===== src/rtl/mips_pkg.sv =====
// rtl/mips_pkg.sv - shared MIPS opcode, ALU command, branch type and field constants
package mips_pkg;

  localparam int OPC_HI  = 31;
  localparam int OPC_LO  = 26;
  localparam int DEST_HI = 25;
  localparam int DEST_LO = 21;
  localparam int SRC1_HI = 20;
  localparam int SRC1_LO = 16;
  localparam int SRC2_HI = 15;
  localparam int SRC2_LO = 11;
  localparam int IMM_HI  = 15;
  localparam int IMM_LO  = 0;

  localparam logic [5:0] OP_NOP  = 6'd0;
  localparam logic [5:0] OP_ADD  = 6'd1;
  localparam logic [5:0] OP_SUB  = 6'd3;
  localparam logic [5:0] OP_AND  = 6'd5;
  localparam logic [5:0] OP_OR   = 6'd6;
  localparam logic [5:0] OP_NOR  = 6'd7;
  localparam logic [5:0] OP_XOR  = 6'd8;
  localparam logic [5:0] OP_SLA  = 6'd9;
  localparam logic [5:0] OP_SLL  = 6'd10;
  localparam logic [5:0] OP_SRA  = 6'd11;
  localparam logic [5:0] OP_SRL  = 6'd12;
  localparam logic [5:0] OP_ADDI = 6'd32;
  localparam logic [5:0] OP_SUBI = 6'd33;
  localparam logic [5:0] OP_LD   = 6'd36;
  localparam logic [5:0] OP_ST   = 6'd37;
  localparam logic [5:0] OP_BEZ  = 6'd40;
  localparam logic [5:0] OP_BNE  = 6'd41;
  localparam logic [5:0] OP_JMP  = 6'd42;

  // SLA and SLL share one shifter command
  localparam logic [3:0] CMD_ADD = 4'b0000;
  localparam logic [3:0] CMD_SUB = 4'b0010;
  localparam logic [3:0] CMD_AND = 4'b0100;
  localparam logic [3:0] CMD_OR  = 4'b0101;
  localparam logic [3:0] CMD_NOR = 4'b0110;
  localparam logic [3:0] CMD_XOR = 4'b0111;
  localparam logic [3:0] CMD_SLA = 4'b1000;
  localparam logic [3:0] CMD_SLL = 4'b1000;
  localparam logic [3:0] CMD_SRA = 4'b1001;
  localparam logic [3:0] CMD_SRL = 4'b1010;

  typedef enum logic [1:0] {
    BR_NONE = 2'b00,
    BR_BEZ  = 2'b01,
    BR_BNE  = 2'b10,
    BR_JMP  = 2'b11
  } branch_e;

  function automatic logic [31:0] sign_ext16(input logic [15:0] v);
    return {{16{v[15]}}, v};
  endfunction

endpackage


===== src/rtl/mips_id_stage_if.sv =====
// rtl/mips_id_stage_if.sv - write-back bus from the WB stage into the ID register file
interface mips_id_stage_if;
  logic [31:0] WB_Data;
  logic [4:0]  WB_Dest;
  logic        WB_Write_Enable;

  modport master (output WB_Data, output WB_Dest, output WB_Write_Enable);
  modport slave  (input  WB_Data, input  WB_Dest, input  WB_Write_Enable);
endinterface


===== src/rtl/mips_register_file.sv =====
// rtl/mips_register_file.sv - 32x32 register file, two read ports with write-through, R0 hardwired
module mips_register_file (
  input  logic        clk,
  input  logic        rst,
  input  logic [4:0]  raddr1_i,
  input  logic [4:0]  raddr2_i,
  input  logic [4:0]  waddr_i,
  input  logic [31:0] wdata_i,
  input  logic        we_i,
  output logic [31:0] rdata1_o,
  output logic [31:0] rdata2_o
);

  logic [31:0] regs_q [32];
  logic [31:0] regs_d [32];
  logic        wr_valid;

  assign wr_valid = we_i && (waddr_i != 5'd0);

  always_comb begin
    regs_d = regs_q;
    if (wr_valid) regs_d[waddr_i] = wdata_i;
  end

  always_ff @(posedge clk) begin
    if (!rst) begin
      for (int i = 0; i < 32; i++) regs_q[i] <= 32'd0;
    end else begin
      regs_q <= regs_d;
    end
  end

  // Write-through lets a value leaving WB be consumed by ID in the same cycle
  always_comb begin
    rdata1_o = regs_q[raddr1_i];
    rdata2_o = regs_q[raddr2_i];
    if (wr_valid && (waddr_i == raddr1_i)) rdata1_o = wdata_i;
    if (wr_valid && (waddr_i == raddr2_i)) rdata2_o = wdata_i;
    if (raddr1_i == 5'd0) rdata1_o = 32'd0;
    if (raddr2_i == 5'd0) rdata2_o = 32'd0;
  end

endmodule


===== src/rtl/mips_id_stage.sv =====
// rtl/mips_id_stage.sv - MIPS instruction decode: operand read, control decode, early branch condition
module mips_id_stage
  import mips_pkg::*;
(
  input  logic              clk,
  input  logic              rst,
  input  logic [31:0]       Instruction,
  mips_id_stage_if.slave    wb,
  output logic [31:0]       Val1,
  output logic [31:0]       Val2,
  output logic [31:0]       Reg2,
  output logic [4:0]        Dest,
  output logic [1:0]        Branch_Type,
  output logic              Br_Taken,
  output logic [3:0]        EXE_CMD,
  output logic              MEM_R_EN,
  output logic              MEM_W_EN,
  output logic              WB_EN
);

  logic [5:0]  opcode;
  logic [4:0]  src1;
  logic [4:0]  src2;
  logic [4:0]  raddr2;
  logic [31:0] imm_ext;
  logic [31:0] rdata1;
  logic [31:0] rdata2;

  logic [3:0]  cmd;
  logic        wb_en;
  logic        mem_r_en;
  logic        mem_w_en;
  logic        use_imm;
  logic        rd2_is_dest;
  branch_e     br_type;
  logic        br_cond;

  assign opcode  = Instruction[OPC_HI:OPC_LO];
  assign Dest    = Instruction[DEST_HI:DEST_LO];
  assign src1    = Instruction[SRC1_HI:SRC1_LO];
  assign src2    = Instruction[SRC2_HI:SRC2_LO];
  assign imm_ext = sign_ext16(Instruction[IMM_HI:IMM_LO]);

  always_comb begin
    cmd         = CMD_ADD;
    wb_en       = 1'b0;
    mem_r_en    = 1'b0;
    mem_w_en    = 1'b0;
    use_imm     = 1'b0;
    rd2_is_dest = 1'b0;
    br_type     = BR_NONE;
    case (opcode)
      OP_ADD:  begin cmd = CMD_ADD; wb_en = 1'b1; end
      OP_SUB:  begin cmd = CMD_SUB; wb_en = 1'b1; end
      OP_AND:  begin cmd = CMD_AND; wb_en = 1'b1; end
      OP_OR:   begin cmd = CMD_OR;  wb_en = 1'b1; end
      OP_NOR:  begin cmd = CMD_NOR; wb_en = 1'b1; end
      OP_XOR:  begin cmd = CMD_XOR; wb_en = 1'b1; end
      OP_SLA:  begin cmd = CMD_SLA; wb_en = 1'b1; end
      OP_SLL:  begin cmd = CMD_SLL; wb_en = 1'b1; end
      OP_SRA:  begin cmd = CMD_SRA; wb_en = 1'b1; end
      OP_SRL:  begin cmd = CMD_SRL; wb_en = 1'b1; end
      OP_ADDI: begin cmd = CMD_ADD; wb_en = 1'b1; use_imm = 1'b1; end
      OP_SUBI: begin cmd = CMD_SUB; wb_en = 1'b1; use_imm = 1'b1; end
      OP_LD:   begin wb_en = 1'b1; mem_r_en = 1'b1; use_imm = 1'b1; end
      OP_ST:   begin mem_w_en = 1'b1; use_imm = 1'b1; rd2_is_dest = 1'b1; end
      OP_BEZ:  begin br_type = BR_BEZ; use_imm = 1'b1; end
      OP_BNE:  begin br_type = BR_BNE; use_imm = 1'b1; rd2_is_dest = 1'b1; end
      OP_JMP:  begin br_type = BR_JMP; use_imm = 1'b1; end
      default: ;
    endcase
  end

  // ST needs the store data and BNE the compare operand, both named by dest
  assign raddr2 = rd2_is_dest ? Dest : src2;

  mips_register_file u_regfile (
    .clk      (clk),
    .rst      (rst),
    .raddr1_i (src1),
    .raddr2_i (raddr2),
    .waddr_i  (wb.WB_Dest),
    .wdata_i  (wb.WB_Data),
    .we_i     (wb.WB_Write_Enable),
    .rdata1_o (rdata1),
    .rdata2_o (rdata2)
  );

  assign Val1 = rdata1;
  assign Reg2 = rdata2;
  assign Val2 = use_imm ? imm_ext : rdata2;

  always_comb begin
    br_cond = 1'b0;
    case (br_type)
      BR_BEZ:  br_cond = (rdata1 == 32'd0);
      BR_BNE:  br_cond = (rdata1 != rdata2);
      BR_JMP:  br_cond = 1'b1;
      default: br_cond = 1'b0;
    endcase
  end

  // Control is squashed while reset is held so nothing downstream acts on a stale instruction
  assign Branch_Type = rst ? br_type  : BR_NONE;
  assign Br_Taken    = rst & br_cond;
  assign EXE_CMD     = rst ? cmd      : 4'b0000;
  assign MEM_R_EN    = rst & mem_r_en;
  assign MEM_W_EN    = rst & mem_w_en;
  assign WB_EN       = rst & wb_en;

endmodule


===== src/flat_wrapper.sv =====
// flat-port wrapper written by rule: the top's interface ports become plain ports
module mips_id_stage_flat import mips_pkg::*;
  (clk, rst, Instruction, Val1, Val2, Reg2, Dest, Branch_Type, Br_Taken, EXE_CMD, MEM_R_EN, MEM_W_EN, WB_EN, wb_WB_Data, wb_WB_Dest, wb_WB_Write_Enable);
  mips_id_stage_if wb_i ();
  input  logic clk;
  input  logic rst;
  input  logic [31:0] Instruction;
  output logic [31:0] Val1;
  output logic [31:0] Val2;
  output logic [31:0] Reg2;
  output logic [4:0] Dest;
  output logic [1:0] Branch_Type;
  output logic Br_Taken;
  output logic [3:0] EXE_CMD;
  output logic MEM_R_EN;
  output logic MEM_W_EN;
  output logic WB_EN;
  input wire logic [$bits(wb_i.WB_Data)-1:0] wb_WB_Data;
  input wire logic [$bits(wb_i.WB_Dest)-1:0] wb_WB_Dest;
  input wire logic [$bits(wb_i.WB_Write_Enable)-1:0] wb_WB_Write_Enable;
  assign wb_i.WB_Data = wb_WB_Data;
  assign wb_i.WB_Dest = wb_WB_Dest;
  assign wb_i.WB_Write_Enable = wb_WB_Write_Enable;
  mips_id_stage u_core (.clk(clk), .rst(rst), .Instruction(Instruction), .wb(wb_i), .Val1(Val1), .Val2(Val2), .Reg2(Reg2), .Dest(Dest), .Branch_Type(Branch_Type), .Br_Taken(Br_Taken), .EXE_CMD(EXE_CMD), .MEM_R_EN(MEM_R_EN), .MEM_W_EN(MEM_W_EN), .WB_EN(WB_EN));
endmodule

===== config.mk =====
export PLATFORM = sky130hd
export DESIGN_NAME = mips_id_stage_flat
export DESIGN_NICKNAME = d
export VERILOG_FILES = /design/src/rtl/mips_pkg.sv /design/src/rtl/mips_id_stage_if.sv /design/src/rtl/mips_register_file.sv /design/src/rtl/mips_id_stage.sv /design/src/flat_wrapper.sv
export SDC_FILE = /design/constraint.sdc
export NUM_CORES = 2
export LEC_CHECK = 0
export ABC_AREA = 1
export BUFFER_PORTS_ARGS = -buffer_cell sky130_fd_sc_hd__buf_2
export CAP_MARGIN = 20
export CORE_UTILIZATION = 40
export CTS_BUF_LIST = sky130_fd_sc_hd__clkbuf_8
export CTS_CLUSTER_SIZE = 12
export DETAILED_ROUTE_END_ITERATION = 6
export PLACE_DENSITY = 0.59
export RECOVER_POWER = 100
export SKIP_CTS_REPAIR_TIMING = 1
export SLEW_MARGIN = 20
export SYNTH_ARGS = -nofsm -noshare
export SYNTH_HDL_FRONTEND = slang
export SYNTH_SLANG_ARGS = --single-unit

===== constraint.sdc =====
create_clock -name clk -period 4.5 [get_ports clk]
set_clock_uncertainty 0.1 [all_clocks]
set_input_delay 0.675 -clock clk [delete_from_list [all_inputs] [get_ports clk]]
set_output_delay 0.675 -clock clk [all_outputs]
set_load 0.02 [all_outputs]

# ---- After elaboration in Yosys (flattened, before gate mapping)
# Cells that the tools add are included.
dict set report totals {
  register_bits 1024
}
dict set report op_classes {
  n_lt_le_gt_ge 4
  eq_ne 23
  mux 25
  bitwise 7
  n_reduce_logical 13
}
# operator count
set op_table {}
lappend op_table {{$bwmux W1024} 1}
lappend op_table {{$bmux W32 S5} 2}
lappend op_table {{$mux W32} 10}
lappend op_table {{$demux W32 S5} 1}
lappend op_table {{$eq A6 B6 Y1 const B} 7}
lappend op_table {{$logic_not A32 Y1} 1}
lappend op_table {{$ne A32 B32 Y1} 1}
lappend op_table {{$pmux W4 S8} 1}
lappend op_table {{$eq A6 B4 Y1 const B} 5}
lappend op_table {{$eq A6 B3 Y1 const B} 3}
lappend op_table {{$ge A6 B6 Y1 const B} 3}
lappend op_table {{$not A5 Y6} 3}
lappend op_table {{$reduce_or A13 Y1} 1}
lappend op_table {{$eq A5 B5 Y1} 2}
lappend op_table {{$logic_not A5 Y1} 2}
lappend op_table {{$reduce_or A7 Y1} 1}
lappend op_table {{$eq A6 B1 Y1 const B} 1}
lappend op_table {{$eq A6 B2 Y1 const B} 1}
lappend op_table {{$lt A6 B1 Y1 const B} 1}
lappend op_table {{$pmux W2 S3} 1}
lappend op_table {{$reduce_or A2 Y1} 3}
lappend op_table {{$mux W1} 5}
lappend op_table {{$mux W5} 1}
lappend op_table {{$reduce_bool A5 Y1} 1}
lappend op_table {{7 further kinds} 14}

# ---- Longest topological paths before layout
dict set report depth {
  ltp_word 13
  ltp_mapped 25
  ltp_nobuf 24
}

# ---- Modules after synthesis
# From an unflattened synthesis, not the netlist that was laid out.
dict set report hier_totals {
  cells_unflattened 9403
  area_unflattened_um2 58333.4
}
# mod n_inst cells_each area_per_inst_um2 seq_area_each_um2
set by_module_without_submodules {}
lappend by_module_without_submodules {mips_register_file 1 9138 57017.2 20499.7}
lappend by_module_without_submodules {mips_id_stage 1 265 1316.3 0.0}

# ---- Least setup slack after synthesis
# OpenSTA, ideal clock, no wires.
dict set report synth_timing {
  path_kind {input-to-output}
  startpoint {input port Instruction[16]}
  endpoint {output port Br_Taken}
  arrival_time_ns 3.131
  t_required_ns 3.725
  slack_ns 0.594
  stages 18
  path_cell_list {buf_2 -> buf_2 -> clkbuf_1 -> clkbuf_1 -> o21ai_0 -> o221ai_1 -> nand3_1 -> nand3_1 -> nand3_1 -> a21oi_1 -> inv_1 -> nand2_1 -> nand2_1 -> nand2_1 -> nor2_1 -> nand3_1 -> nor2_1 -> nor2_1}
}
dict set report synth_via {
  elab_chain_len 9
  word_cells_on_any_way 13
  cone_classes {2 x eq/ne; 6 x mux; 2 x bitwise; 3 x reduce/logical}
}
# element line
set synth_rtl {}
lappend synth_rtl {{start: declaration} flat_wrapper.sv:7} ;# input logic [31:0] Instruction;
lappend synth_rtl {{$not A5 Y6 (not written as such)} mips_register_file.sv:35} ;# rdata1_o = regs_q[raddr1_i];
lappend synth_rtl {{$bmux W32 S5} mips_register_file.sv:35}
lappend synth_rtl {{$mux W32 (not written as such) (2 in a row)} mips_register_file.sv:35}
lappend synth_rtl {{$mux W32} mips_register_file.sv:37} ;# if (wr_valid && (waddr_i == raddr1_i)) rdata1_o = wdata_i;
lappend synth_rtl {{$mux W32 *} mips_register_file.sv:39} ;# if (raddr1_i == 5'd0) rdata1_o = 32'd0;
lappend synth_rtl {{net Val1[13]} flat_wrapper.sv:8} ;# output logic [31:0] Val1;
lappend synth_rtl {{$ne A32 B32 Y1 or $logic_not A32 Y1 (tied branches)} {mips_id_stage.sv:97, mips_id_stage.sv:96}}
lappend synth_rtl {{$pmux W1 S3 *} mips_id_stage.sv:95} ;# case (br_type)
lappend synth_rtl {{$and A1 B1 Y1 *} mips_id_stage.sv:105} ;# assign Br_Taken = rst & br_cond;
lappend synth_rtl {{end: declaration} flat_wrapper.sv:13} ;# output logic Br_Taken;
# The timed path passes the listed nets; every way through them passes the cells marked *. The select of a mux whose other input is x is not followed.

# ---- Worst setup path after layout
dict set report layout_timing {
  startpoint {input port Instruction[31]}
  endpoint {output port Br_Taken}
}
dict set report layout_via {
  elab_chain_len 13
  word_cells_on_any_way 23
  cone_classes {9 x eq/ne; 9 x mux; 2 x bitwise; 3 x reduce/logical}
}
# element line
set layout_rtl {}
lappend layout_rtl {{$eq A6 B6 Y1} mips_id_stage.sv:52} ;# case (opcode)
lappend layout_rtl {{$reduce_or A2 Y1 (no source line)} -}
lappend layout_rtl {{$mux W1} mips_id_stage.sv:52}
lappend layout_rtl {{$mux W5} mips_id_stage.sv:75} ;# assign raddr2 = rd2_is_dest ? Dest : src2;
lappend layout_rtl {{$not A5 Y6 (not written as such)} mips_register_file.sv:36} ;# rdata2_o = regs_q[raddr2_i];
lappend layout_rtl {{$bmux W32 S5} mips_register_file.sv:36}
lappend layout_rtl {{$mux W32 (not written as such) (2 in a row)} mips_register_file.sv:36}
lappend layout_rtl {{$mux W32} mips_register_file.sv:38} ;# if (wr_valid && (waddr_i == raddr2_i)) rdata2_o = wdata_i;
lappend layout_rtl {{$mux W32} mips_register_file.sv:40} ;# if (raddr2_i == 5'd0) rdata2_o = 32'd0;
lappend layout_rtl {{$ne A32 B32 Y1} mips_id_stage.sv:97} ;# BR_BNE: br_cond = (rdata1 != rdata2);
lappend layout_rtl {{$pmux W1 S3 *} mips_id_stage.sv:95}
lappend layout_rtl {{$and A1 B1 Y1 *} mips_id_stage.sv:105}
# Mark *: on every way between the ends. The rest lies on a longest branch, timed or not. The select of a mux whose other input is x is not followed.

==> flow_summary.yaml <==
worst_setup_path:
  crit_arrival_ns: 4.02
  worstPathRequired_ns: 3.72
  start_kind: "input port"
  path_class: "in2out"
  critPathCaptureType: "primary output"
  cp_max_fo: 11
cells_and_area:
  layout-drive-gt1-share: 0.130
  largest_register_ffs: 1024
  fin_area_sq_mm: 0.0672
  layout_commonest_cell: "nor2_1"
  syn_to_final_growth_pct: 19.3
  final_cell_mix: "nor2_1 (2116), o21ai_0 (1661), nand2_1 (1305)"
  layout.nets: 9379
  reg_top3: "u_core.u_regfile.regs_q x1024"
  regMostFlops: "u_core.u_regfile.regs_q"
  final_util: 0.481
sta:
  finalSetupViolations: 1
  worst_hold_slack_ns: 0.0154
  worstMarginPinSlew_ns: 3.50
  max_freq_mhz: 209
  finalMaxSlewViolations: 1476
  hold_violations: 0
  max_slew_margin: -1.34
  fin_ws_ns: -0.291
  finalCritPeriodShare: 1.06
  rsz0062_at_grt: "yes"
  period_minus_slack_ns: 4.79
detailed_routing:
  antenna_left: 0
  wl_per_cell_microns: 25.2
  viasPerCell: 6.02
  routed_wl_microns: 285000
  drt-initial-drc-count: 10500
  vias: 68200
  drc: 10
  firstDrtPassIters: 7
global_routing:
  grt_pass1_vias: 60800
  grt_max_degree: 247
  grt_pass1_wl_microns: 407000
  grt_use_total: 0.380
  antenna_found_initial: 16
  grt_overflow: 0
pwr:
  netSwitchingFraction: 0.327
  peakVddDrop_mv: 0.378
  power_switching_mw: 7.39
  clock_power_share: 0.392
  intPower_mw: 15.2
  pwr-share-comb: 0.198
  total_power_mw: 22.6
  pwr-share-seq: 0.410
  power.density_mw_per_mm2: 336
  p_leak_nw: 28.8
clock_network:
  cts_root_buf: "clkbuf_8"
  clock_sinks: 1024
  insertion_delay_ns: 0.97
  htree_levels: 4
  numCtsBuffers: 181
  clkTransAtPathRegs_ns: 0.06
  cts_tree: "done"
  clockBufferDepth: 3
floorplan:
  start_util: 0.404
  coreArea_sq_mm: 0.140
  ioPinCount: 183
  die_w_microns: 377
  die_h_microns: 377
  num_rows: 137
  dieArea_sq_mm: 0.142
synthesis:
  yosysTopAreaCell: "dfxtp_1"
  netlist_instances: 9104
  yosys.area.top_type_share: 0.364
  synthTopCellsByArea: "dfxtp_1 (36%), o21ai_0 (15%), nor2_1 (14%), nand2_1 (8.9%), nand3_1 (8.0%)"
  syn_nets: 9176
  ys_seq_area_frac: 0.364
  synth_edf_count: 0
  async_flop_share: 0
  synth.distinct_cells: 41
  postSynthAreaPerCell_sq_um: 6.19
  synthFlopType: "dfxtp_1"
  synth_seq_cells: 1024
  ys_warn_count: 0
  synth_area_sq_mm: 0.0563
run:
  maxCapViolCount: 30
outcome:
  violations: "DRC, capacitance limit, slew limit, setup timing"
  status: "complete, but fails checks"
place:
  hpwl_microns: 182000
  gp_congestion: 1.01
  pre_cts_slack_ns: -0.470
  io_buffers: 182
  placed_area_sq_mm: 0.0627
hold_path:
  hold_class: "in2reg"
-- per-stage QoR --
| stage | setup TNS (ns) | std cells |
|---|---|---|
| floorplan | 0 | 9104 |
| global placement | -0.628 | 11000 |
| detailed placement | -0.645 | 11000 |
| CTS | -0.736 | 11300 |
| global route | -0.741 | 11300 |
| finish | -0.291 | 11300 |
-- final timing paths --
kind,start,to,slack (ns),cells past startpoint
max reg2reg,u_core.u_regfile.regs_q[217],u_core.u_regfile.regs_q[217],3.42,2
min reg2reg,u_core.u_regfile.regs_q[1020],u_core.u_regfile.regs_q[1020],0.33,2
min,wb_WB_Data[29],u_core.u_regfile.regs_q[893],0.02,3
max,Instruction[31],Br_Taken,-0.29,25
-- per-layer routing --
metal  vias up  global-route usage  part of all wire
li1      30500                   -                 -
met1     31600               0.498              0.39
met2      5067               0.550              0.41
met3      1048               0.117              0.14
met4        14               0.215             0.060
met5         -             0.00995            0.0011
-- critical path, cell delays in order --
cell,delay [ns]
buf_8,0.08
inv_4,0.03
nor2_4,0.17
buf_4,0.16
nand3_4,0.10
nand2_4,0.11
nand2_1,0.09
o21ai_4,0.16
buf_12,0.27
buf_12,0.14
clkbuf_16,0.17
nand3_1,0.08
nand3_1,0.09
nand3_1,0.26
nand2_2,0.26
nand3_4,0.12
nand3b_1,0.10
nand2_1,0.06
nor2_1,0.08
nand2_1,0.12
nor2_2,0.14
nand3_2,0.13
nor2_4,0.18
nor2_4,0.08
buf_6,0.13
-- synthesized netlist by cell type, types with 2 or more instances --
library cell     n
nor4_1           3
nand3_2          5
buf_1           93
buf_4           24
a21oi_1        418
buf_2          173
o221ai_1       104
dfxtp_1       1024
nor3_1          14
inv_1          369
nor2_2           3
a31oi_1          3
nand2_1       1343
o21ai_0       1667
o211ai_1       117
o21ai_2          2
clkbuf_1       554
nand4_1         18
nand3b_1        10
a21o_1           3
xor2_1           5
inv_2            8
nor2_1        2156
o22ai_1         29
clkinv_1        10
o2111ai_1       14
buf_6            4
o21ai_1         10
nand3_1        899
nor2_4           4
nand2_2          8
-- power by group through the flow --
stage	Sequential, mW	Combinational [mW]	Clock (mW)
2_1_floorplan	9.43	2.13	0
3_3_place_gp	9.46	4.10	0
3_5_place_dp	9.46	4.12	0
4_1_cts	9.26	4.13	8.90
5_1_grt	9.27	4.64	9.31
6_report	9.27	4.47	8.86
-- logic make-up after synthesis --
family	after synthesis	share of synthesized area
AO/OA/AOI/OAI	2373	0.225
XOR/XNOR	5	0.000777
buffers and inverters	1235	0.0883
flip-flops	1024	0.364
AND/OR/NAND/NOR	4467	0.322
-- area by class of cell --
cell class | count | area (sq um)
clock inverter | 94 | 508
tap | 1876 | 2350
inverter | 387 | 1480
multi-input combinational | 6845 | 31500
fill | 14400 | 72300
clock buffer | 223 | 3070
timing repair buffer | 868 | 7770
antenna | 11 | 27.5
sequential | 1024 | 20500
Note: power is estimated with default switching activity, not from simulation.
